===== config.mk =====
export PLATFORM = sky130hd
export DESIGN_NAME = heart_bit_monitor
export DESIGN_NICKNAME = d
export VERILOG_FILES = /design/src/rtl/heart_bit_monitor.sv
export SDC_FILE = /design/constraint.sdc
export NUM_CORES = 1
export LEC_CHECK = 0
export ABC_AREA = 1
export CORE_UTILIZATION = 40
export DETAILED_ROUTE_END_ITERATION = 8
export PLACE_DENSITY = 0.58
export RECOVER_POWER = 50
export SYNTH_ARGS = -nofsm -noshare
export SYNTH_HDL_FRONTEND = slang
export SYNTH_SLANG_ARGS = --single-unit

===== constraint.sdc =====
create_clock -name clk -period 2 [get_ports clk]
set_input_delay 0.2 -clock clk [delete_from_list [all_inputs] [get_ports clk]]
set_output_delay 0.2 -clock clk [all_outputs]
set_load 0.03 [all_outputs]

===== src/rtl/heart_bit_monitor.sv =====
// heart_bit_monitor
//   Receiving end of a heart-bit link. Samples the incoming heart-bit square
//   wave, measures every half period (edge to edge, either polarity) in clk
//   cycles and checks it against Half_Period_Counts +/- Tolerance_Counts.
//   After Lock_Edges consecutive in-window measurements the monitor is
//   locked and drives alive. A locked heartbeat that drifts out of the window
//   or stops toggling sets the sticky fault flag.
//
//   Optional feature macro: HEART_MON_SYNC_EN
//     defined   : heart_bit_in passes through a 2-FF synchronizer before sync_q
//                 (use for inputs asynchronous to clk).
//     undefined : heart_bit_in is registered once into sync_q and must be
//                 synchronous to clk.
//
//   Ports
//     clk              in   system clock
//     rst              in   asynchronous active-high reset
//     enable           in   monitor enable, low forces IDLE
//     heart_bit_in     in   monitored heart-bit
//     fault_clr        in   synchronous clear of the sticky fault
//     alive            out  high while locked
//     fault            out  sticky loss-of-lock flag
//     meas_valid       out  one-cycle pulse per captured measurement
//     half_period_meas out  last captured edge-to-edge cycle count
module heart_bit_monitor #(
    parameter int Half_Period_Counts = 50_000_000,
    parameter int Tolerance_Counts   = 500_000,
    parameter int Lock_Edges         = 2,
    localparam int Max_Count         = Half_Period_Counts + Tolerance_Counts,
    localparam int Cnt_W             = $clog2(Max_Count + 2)
) (
    input  logic             clk,
    input  logic             rst,
    input  logic             enable,
    input  logic             heart_bit_in,
    input  logic             fault_clr,
    output logic             alive,
    output logic             fault,
    output logic             meas_valid,
    output logic [Cnt_W-1:0] half_period_meas
);

    // good_cnt is cleared on lock, so it only ever holds 0..Lock_Edges-1.
    localparam int GOOD_W = (Lock_Edges < 2) ? 1 : $clog2(Lock_Edges);

    localparam logic [Cnt_W-1:0]  CNT_MIN   = Cnt_W'(Half_Period_Counts - Tolerance_Counts);
    localparam logic [Cnt_W-1:0]  CNT_MAX   = Cnt_W'(Max_Count);
    localparam logic [Cnt_W-1:0]  CNT_SAT   = Cnt_W'(Max_Count + 1);
    localparam logic [GOOD_W-1:0] GOOD_LAST = GOOD_W'(Lock_Edges - 1);

    typedef enum logic [2:0] {
        S_IDLE,
        S_WAIT_EDGE,
        S_MEASURE,
        S_LOCKED,
        S_LOST
    } state_t;

    state_t            state_q, state_d;
    logic [Cnt_W-1:0]  cnt_q, cnt_d;
    logic [Cnt_W-1:0]  meas_q, meas_d;
    logic [GOOD_W-1:0] good_q, good_d;
    logic              alive_q, alive_d;
    logic              fault_q, fault_d;
    logic              mvld_q, mvld_d;
    logic              sync_q, sync_d;
    logic              sync_prev_q, sync_prev_d;

    logic              hb_edge;
    logic              in_window;
    logic              timeout;
    logic              fault_set;

`ifdef HEART_MON_SYNC_EN
    logic [1:0] meta_q, meta_d;

    always_comb begin
        meta_d = {meta_q[0], heart_bit_in};
        sync_d = meta_q[1];
    end

    always_ff @(posedge clk or posedge rst) begin
        if (rst) begin
            meta_q <= '0;
        end else begin
            meta_q <= meta_d;
        end
    end
`else
    always_comb sync_d = heart_bit_in;
`endif

    always_comb sync_prev_d = sync_q;

    // Either polarity of the heart-bit counts as an edge.
    assign hb_edge   = sync_q ^ sync_prev_q;
    assign in_window = (cnt_q >= CNT_MIN) && (cnt_q <= CNT_MAX);
    // cnt only reaches the saturation value when no edge arrived in time.
    assign timeout   = !hb_edge && (cnt_q == CNT_SAT);

    always_comb begin
        state_d   = state_q;
        cnt_d     = cnt_q;
        good_d    = good_q;
        meas_d    = meas_q;
        mvld_d    = 1'b0;
        fault_set = 1'b0;

        // The edge cycle loads 1, so the value seen on the next edge is the
        // number of cycles between the two edges.
        if (hb_edge) begin
            cnt_d = Cnt_W'(1);
        end else if (cnt_q != CNT_SAT) begin
            cnt_d = cnt_q + 1'b1;
        end

        case (state_q)
            S_IDLE: begin
                cnt_d  = '0;
                good_d = '0;
                state_d = S_WAIT_EDGE;
            end
            S_WAIT_EDGE: begin
                // The first edge only aligns the counter; nothing is measured.
                good_d = '0;
                if (hb_edge) begin
                    state_d = S_MEASURE;
                end
            end
            S_MEASURE: begin
                if (hb_edge) begin
                    meas_d = cnt_q;
                    mvld_d = 1'b1;
                    if (in_window) begin
                        if (good_q == GOOD_LAST) begin
                            good_d  = '0;
                            state_d = S_LOCKED;
                        end else begin
                            good_d = good_q + 1'b1;
                        end
                    end else begin
                        good_d = '0;
                    end
                end else if (timeout) begin
                    good_d  = '0;
                    state_d = S_WAIT_EDGE;
                end
            end
            S_LOCKED: begin
                if (hb_edge) begin
                    meas_d = cnt_q;
                    mvld_d = 1'b1;
                    if (!in_window) begin
                        fault_set = 1'b1;
                        state_d   = S_LOST;
                    end
                end else if (timeout) begin
                    fault_set = 1'b1;
                    state_d   = S_LOST;
                end
            end
            S_LOST: begin
                // This edge restarts timing; it is not measured.
                good_d = '0;
                if (hb_edge) begin
                    state_d = S_MEASURE;
                end
            end
            default: begin
                state_d = S_IDLE;
            end
        endcase

        // Disable overrides everything; fault and the last measurement stay.
        if (!enable) begin
            state_d   = S_IDLE;
            cnt_d     = '0;
            good_d    = '0;
            meas_d    = meas_q;
            mvld_d    = 1'b0;
            fault_set = 1'b0;
        end

        // Set wins over a simultaneous clear.
        if (fault_set) begin
            fault_d = 1'b1;
        end else if (fault_clr) begin
            fault_d = 1'b0;
        end else begin
            fault_d = fault_q;
        end

        alive_d = (state_d == S_LOCKED);
    end

    always_ff @(posedge clk or posedge rst) begin
        if (rst) begin
            state_q     <= S_IDLE;
            cnt_q       <= '0;
            good_q      <= '0;
            meas_q      <= '0;
            mvld_q      <= 1'b0;
            alive_q     <= 1'b0;
            fault_q     <= 1'b0;
            sync_q      <= 1'b0;
            sync_prev_q <= 1'b0;
        end else begin
            state_q     <= state_d;
            cnt_q       <= cnt_d;
            good_q      <= good_d;
            meas_q      <= meas_d;
            mvld_q      <= mvld_d;
            alive_q     <= alive_d;
            fault_q     <= fault_d;
            sync_q      <= sync_d;
            sync_prev_q <= sync_prev_d;
        end
    end

    assign alive            = alive_q;
    assign fault            = fault_q;
    assign meas_valid       = mvld_q;
    assign half_period_meas = meas_q;

endmodule


* Word-level counts from Yosys, hierarchy flattened *
Cells that the tools add are included.

word-level totals
  flip-flop bits (word level) = 61
  input bits = 5
  output and inout bits = 29
  logic and storage cells = 64

operators by class
  add/subtract/negate cells = 2
  magnitude comparators = 2
  eq/ne operators = 10
  mux-type cells = 30
  bitwise logic cells = 1
  reduce and logical (&&, ||, !) cells = 10

operators by type and width
  operator                                                                number
  26-bit 2-to-1 mux                                                       4
  3-bit 2-to-1 mux                                                        9
  26-bit by 1-bit adder with 26-bit output (second input constant)        1
  26-bit equality test (second input constant)                            1
  26-bit >= comparator (second input constant)                            1
  26-bit less-or-equal comparator (second input constant)                 1
  26-bit != test (second input constant)                                  1
  1-bit 2-to-1 mux                                                        15
  3-bit one-hot mux with 4 select lines                                   1
  3-bit by 2-bit equality test with 1-bit output (second input constant)  3
  4-bit by 1-bit != test with 1-bit output (second input constant)        1
  4-bit != test (second input constant)                                   1
  2-bit OR reduction                                                      2
  3-bit by 1-bit equality test with 1-bit output (second input constant)  1
  3-bit equality test (second input constant)                             1
  3-bit logical NOT                                                       1
  3-bit by 2-bit != test with 1-bit output (second input constant)        1
  3-bit AND reduction                                                     1
  3-bit OR reduction                                                      1
  1-bit logical AND                                                       2
  1-bit one-hot mux with 2 select lines                                   1
  2-bit AND reduction                                                     1
  2-bit nonzero test                                                      1
  1-bit adder (second input constant)                                     1
  other kinds (2)                                                         2

* Longest topological paths before layout *
  word-level depth = 8
  depth in mapped cells = 14
  gate-level depth less buffers = 14

* Worst setup path before layout *
No wires, ideal clock.

  path type = register to register
  start point = register cnt_q[1]
  end point = register state_q[0]
  library setup time = 0.125 ns
  data arrival time = 1.460 ns
  data required time = 1.875 ns
  setup slack = 0.415 ns
  cell stages (with the launch flop) = 12
  path buffers = 0
  period minus slack after synthesis = 1.585 ns
  path through = dfrtp_1 -> inv_1 -> ha_1 -> inv_1 -> nor3_2 -> nand3_1 -> nor2_2 -> nor2_1 -> nand2_1 -> nand2_1 -> nor2_1 -> nor2_1

between the ends
  longest elaborated chain between the ends = 6
  elaborated cells on any way between the ends = 13

RTL lines
  item                                          line      RTL
  from (decl)                                   60        logic [Cnt_W-1:0] cnt_q, cnt_d;
  from (signal assigned)                        209       cnt_q <= cnt_d;
  26-bit >= comparator (tied with other cells)  97        assign in_window = (cnt_q >= CNT_MIN) && (cnt_q <= CNT_MAX);
  1-bit logical AND (on tied branches)          97, 99
  3-bit 2-to-1 mux (on tied branches)           n/a
  3-bit 2-to-1 mux (on tied branches)           150, 131
  3-bit one-hot mux with 4 select lines (*)     117       case (state_q)
  3-bit 2-to-1 mux (*)                          175       if (!enable) begin
  named net state_d[0]                          59        state_t state_q, state_d;
  to (signal assigned)                          208       state_q <= state_d;
  to (decl)                                     59

The timed path passes the listed nets; every way through them passes the cells marked *.
A chain may end at the register's enable or synchronous reset.

* Worst setup path after layout *
  start point = register state_q[2]
  end point = register cnt_q[20]

between the ends
  longest elaborated chain between the ends = 3
  elaborated cells on any way between the ends = 4

RTL lines
  item                   line
  3-bit logical NOT (*)  117
  26-bit 2-to-1 mux      117
  26-bit 2-to-1 mux      175

Mark *: on every way between the ends. The rest lies on a longest branch, timed or not.

==> impl_metrics.env <==
export IMPL_finalCritPeriodShare_pct=90.0
export IMPL_critPathTopFamily="simple AND/OR/NAND/NOR gates"
export IMPL_synth_edf_count=0
export IMPL_instances_no_fill=549
export IMPL_r2r_start="state_q[2]$_DFF_PP0_"
export IMPL_synth_area_um2=3140
export IMPL_synthToLayoutAreaGrowth_pct=22.7
export IMPL_grt_ovfl_total=0
export IMPL_critPathSlowestCell="dfrtp_1"
export IMPL_syn_area_per_cell_um2=7.97
export IMPL_place_congestion=0.844
export IMPL_worstSkewPairLatency_ps=340
export IMPL_grt_max_degree=62
export IMPL_drt_iter0_markers=178
export IMPL_end_kind="flop"
export IMPL_ys_types=35
export IMPL_crit_buf_inv=3
export IMPL_skew_ps=8.04
export IMPL_n_fill_cell=733
export IMPL_powerDensity_nw_per_um2=840
export IMPL_start_util_pct=42.4
export IMPL_worstPathRequired_ps=2280
export IMPL_crit_type="flop to flop"
export IMPL_slew_viol_final=0
export IMPL_synthArstFlopShare_pct=100
export IMPL_synth_seq_area_share_pct=48.6
export IMPL_max_clock_path_buffers=2
export IMPL_ir_drop_v=0.000448
export IMPL_ys_ff_latch=61
export IMPL_use_met2_pct=32.4
export IMPL_cts_root_buffer="clkbuf_8"
export IMPL_cp_data_arrival_time_ps=2080
export IMPL_final_layout_size_suffix_gt1_share_pct=14.4
export IMPL_portBuffers=33
export IMPL_synth_ff_type="dfrtp_1"
export IMPL_max_stage_delay_ps=470
export IMPL_min_path_cells=1
export IMPL_whs_endpoint="sync_prev_d$_DFF_PP0_"
export IMPL_clkTransAtPathRegs_ps=70
export IMPL_reg2regPathDepth=8
export IMPL_p_sw_share_pct=31.2
export IMPL_antenna_found_initial=0
export IMPL_syn_inst=394
export IMPL_io_pins=34
export IMPL_core_area_um2=7410
export IMPL_grt_first_pass_wirelength_um=12600
export IMPL_cts_tree="built"
export IMPL_ys_top_cells_by_area="dfrtp_1, nand2_1, inv_1"
export IMPL_worst_slew_pin_slew_ps=1330
export IMPL_fp_dieW_um=90.6
export IMPL_fin_setup_tns_ps=0
export IMPL_internal_power_mw=2.23
export IMPL_status="finished clean"
export IMPL_hp_class="primary input to flop"
export IMPL_nets=454
export IMPL_cts_htree_levels=3
export IMPL_grt_pass1_vias=2691
export IMPL_antenna_cells=0
export IMPL_routed_wl_um=7080
export IMPL_row_count=31
export IMPL_p_leak_nw=1.73
export IMPL_timing_rr_end="cnt_q[20]$_DFFE_PP0P_"
export IMPL_setup_violations=0
export IMPL_reg2reg_setup_slack_ps=200
export IMPL_max_freq_mhz=556
export IMPL_cts_sinks=61
export IMPL_routed_via_density=4.94
export IMPL_p_clk_share_pct=32.2
export IMPL_synth_top_area_cell="dfrtp_1"
export IMPL_placed_cells_incl_taps=534
export IMPL_synth_most_common_cell="nand2_1"
export IMPL_dieArea_um2=8210
export IMPL_wl_per_cell_um=12.9
export IMPL_cap_violations=0
export IMPL_cts_buffers=9
export IMPL_ant_nets=0
export IMPL_rsz0062_at_grt="no"
export IMPL_dr_total_vias=2714
export IMPL_synth_top_cells_by_count="nand2_1, dfrtp_1, inv_1, nor2_1, o21ai_0"
export IMPL_seq_power_share_pct=44.3
export IMPL_top_usage_layer="met2"
export IMPL_globalRouteTotalUtil_pct=19.5
export IMPL_fin_crit_ps=1800
export IMPL_finalHoldViolCount=0
export IMPL_met1_usage_pct=24.2
export IMPL_relSlewSlack_pct=11.2
export IMPL_hpwlAfterDp_um=5120
export IMPL_cp_start_kind="flop"
export IMPL_design_area_um2=3860
export IMPL_p_sw_mw=1.01
export IMPL_die_y_um=90.6
export IMPL_drcViolationCount=0
export IMPL_placed_cell_area_um2=3680
export IMPL_synth_top_area_share_pct=48.6
export IMPL_worst_path_max_fanout=11
export IMPL_grt_met3_usage_pct=5.39
export IMPL_synth_warnings=0
export IMPL_fin_util_pct=52.1
export IMPL_detail_route_first_pass_iterations=4
export IMPL_combPwrFrac_pct=23.5
export IMPL_holdCritStartpoint="heart_bit_in"
export IMPL_syn_nets=402
export IMPL_crit_chain="nor2_1 > a21oi_1 > inv_1 > nor2_4 > inv_2 > a21oi_1 > nand2_1 > inv_1"
-- layout by cell type, fill, tap and decap left out, drive strengths merged --
cell           instances
and3                   1
nor4                   3
a311oi                 1
o21ai                 42
a31oi                  2
nor3                  22
clkinvlp               2
ha                     3
clkdlybuf4s50         21
a21boi                 1
clkinv                 2
dfrtp                 61
nand2                 90
xor2                   2
a21oi                 19
nor2                  54
dlygate4sd3           12
clkbuf                12
o21a                   1
inv                   54
nor3b                  1
buf                   14
a221oi                 1
nand4                  6
xnor2                  1
a22oi                  1
bufinv                 1
nand3                 20
-- cell type report --
type	count	area [µm²]	area share (%)
inverter	55	206	5.35
tap	99	124	3.21
clock buffer	11	131	3.41
timing repair buffer	48	437	11.3
sequential	61	1530	39.6
clock inverter	4	50.0	1.30
multi-input combinational	271	1380	35.8
-- worst max-delay path by stage --
stage / cells after the start / slack (ps) / end / start
after floorplan: 1 / 290 / alive$_DFF_PP0_ / rst
after global placement: 7 / 90 / cnt_q[7]$_DFFE_PP0P_ / enable
after detailed placement: 9 / 90 / cnt_q[2]$_DFFE_PP0P_ / enable
after CTS: 9 / 140 / cnt_q[16]$_DFFE_PP0P_ / cnt_q[0]$_DFFE_PP0P_
after global routing: 12 / 4 / state_q[0]$_DFF_PP0_ / cnt_q[21]$_DFFE_PP0P_
final: 8 / 200 / cnt_q[20]$_DFFE_PP0P_ / state_q[2]$_DFF_PP0_
-- worst register-to-register path, cell delays in order, from the launching register on --
cell,delay (ps)
dfrtp_1,470
nor2_1,120
a21oi_1,250
inv_1,130
nor2_4,300
inv_2,190
a21oi_1,160
nand2_1,70
inv_1,50
-- kinds of logic (layout without fill, tap and decap cells) --
kind of cell | after synthesis | count (layout) | synth area share, %
XOR/XNOR | 3 | 3 | 1.08
AND/OR/NAND/NOR | 197 | 197 | 28.9
buffers and inverters | 62 | 118 | 7.96
AO/OA/AOI/OAI | 68 | 68 | 12.3
flip-flops | 61 | 61 | 48.6
adder cells (fa/ha/maj) | 3 | 3 | 1.19
-- flip-flops by register name (all words and copies together) (netlist names) --
signal and flops:
good_q 1, state_q 3, sync_prev_d 1, fault 1
sync_prev_q 1, alive 1, meas_valid 1, cnt_q 26
half_period_meas 26
-- power groups by stage --
stage	logic [mW]	clock network (mW)	registers, mW
after detailed placement	0.785	0	1.46
final	0.760	1.04	1.44
after CTS	0.786	1.07	1.44
after global placement	0.776	0	1.46
after global routing	0.822	1.12	1.46
after floorplan	0.229	0	1.70
-- through the flow --
stage          total power [mW]  setup WS (ps)  hold WS, ps
2_1_floorplan              1.93            287          231
3_3_place_gp               2.24           94.4          412
3_5_place_dp               2.25           94.0          426
4_1_cts                    3.30            136          248
5_1_grt                    3.40           4.07          408
6_report                   3.24            200          411
-- repair_timing --
action                     in CTS  in global routing
gates resized for setup         0                  5
setup endpoints to repair       0                  3
buffers inserted                0                  0
hold endpoints to repair        0                  0
hold buffers                    0                  0
-- routing by layer --
layer	wire [µm]	vias up
li1	-	1382
met4	103	0
met2	3360	53
met5	0	-
met1	3290	1269
met3	320	10
Power figures use the tool's default switching activity.
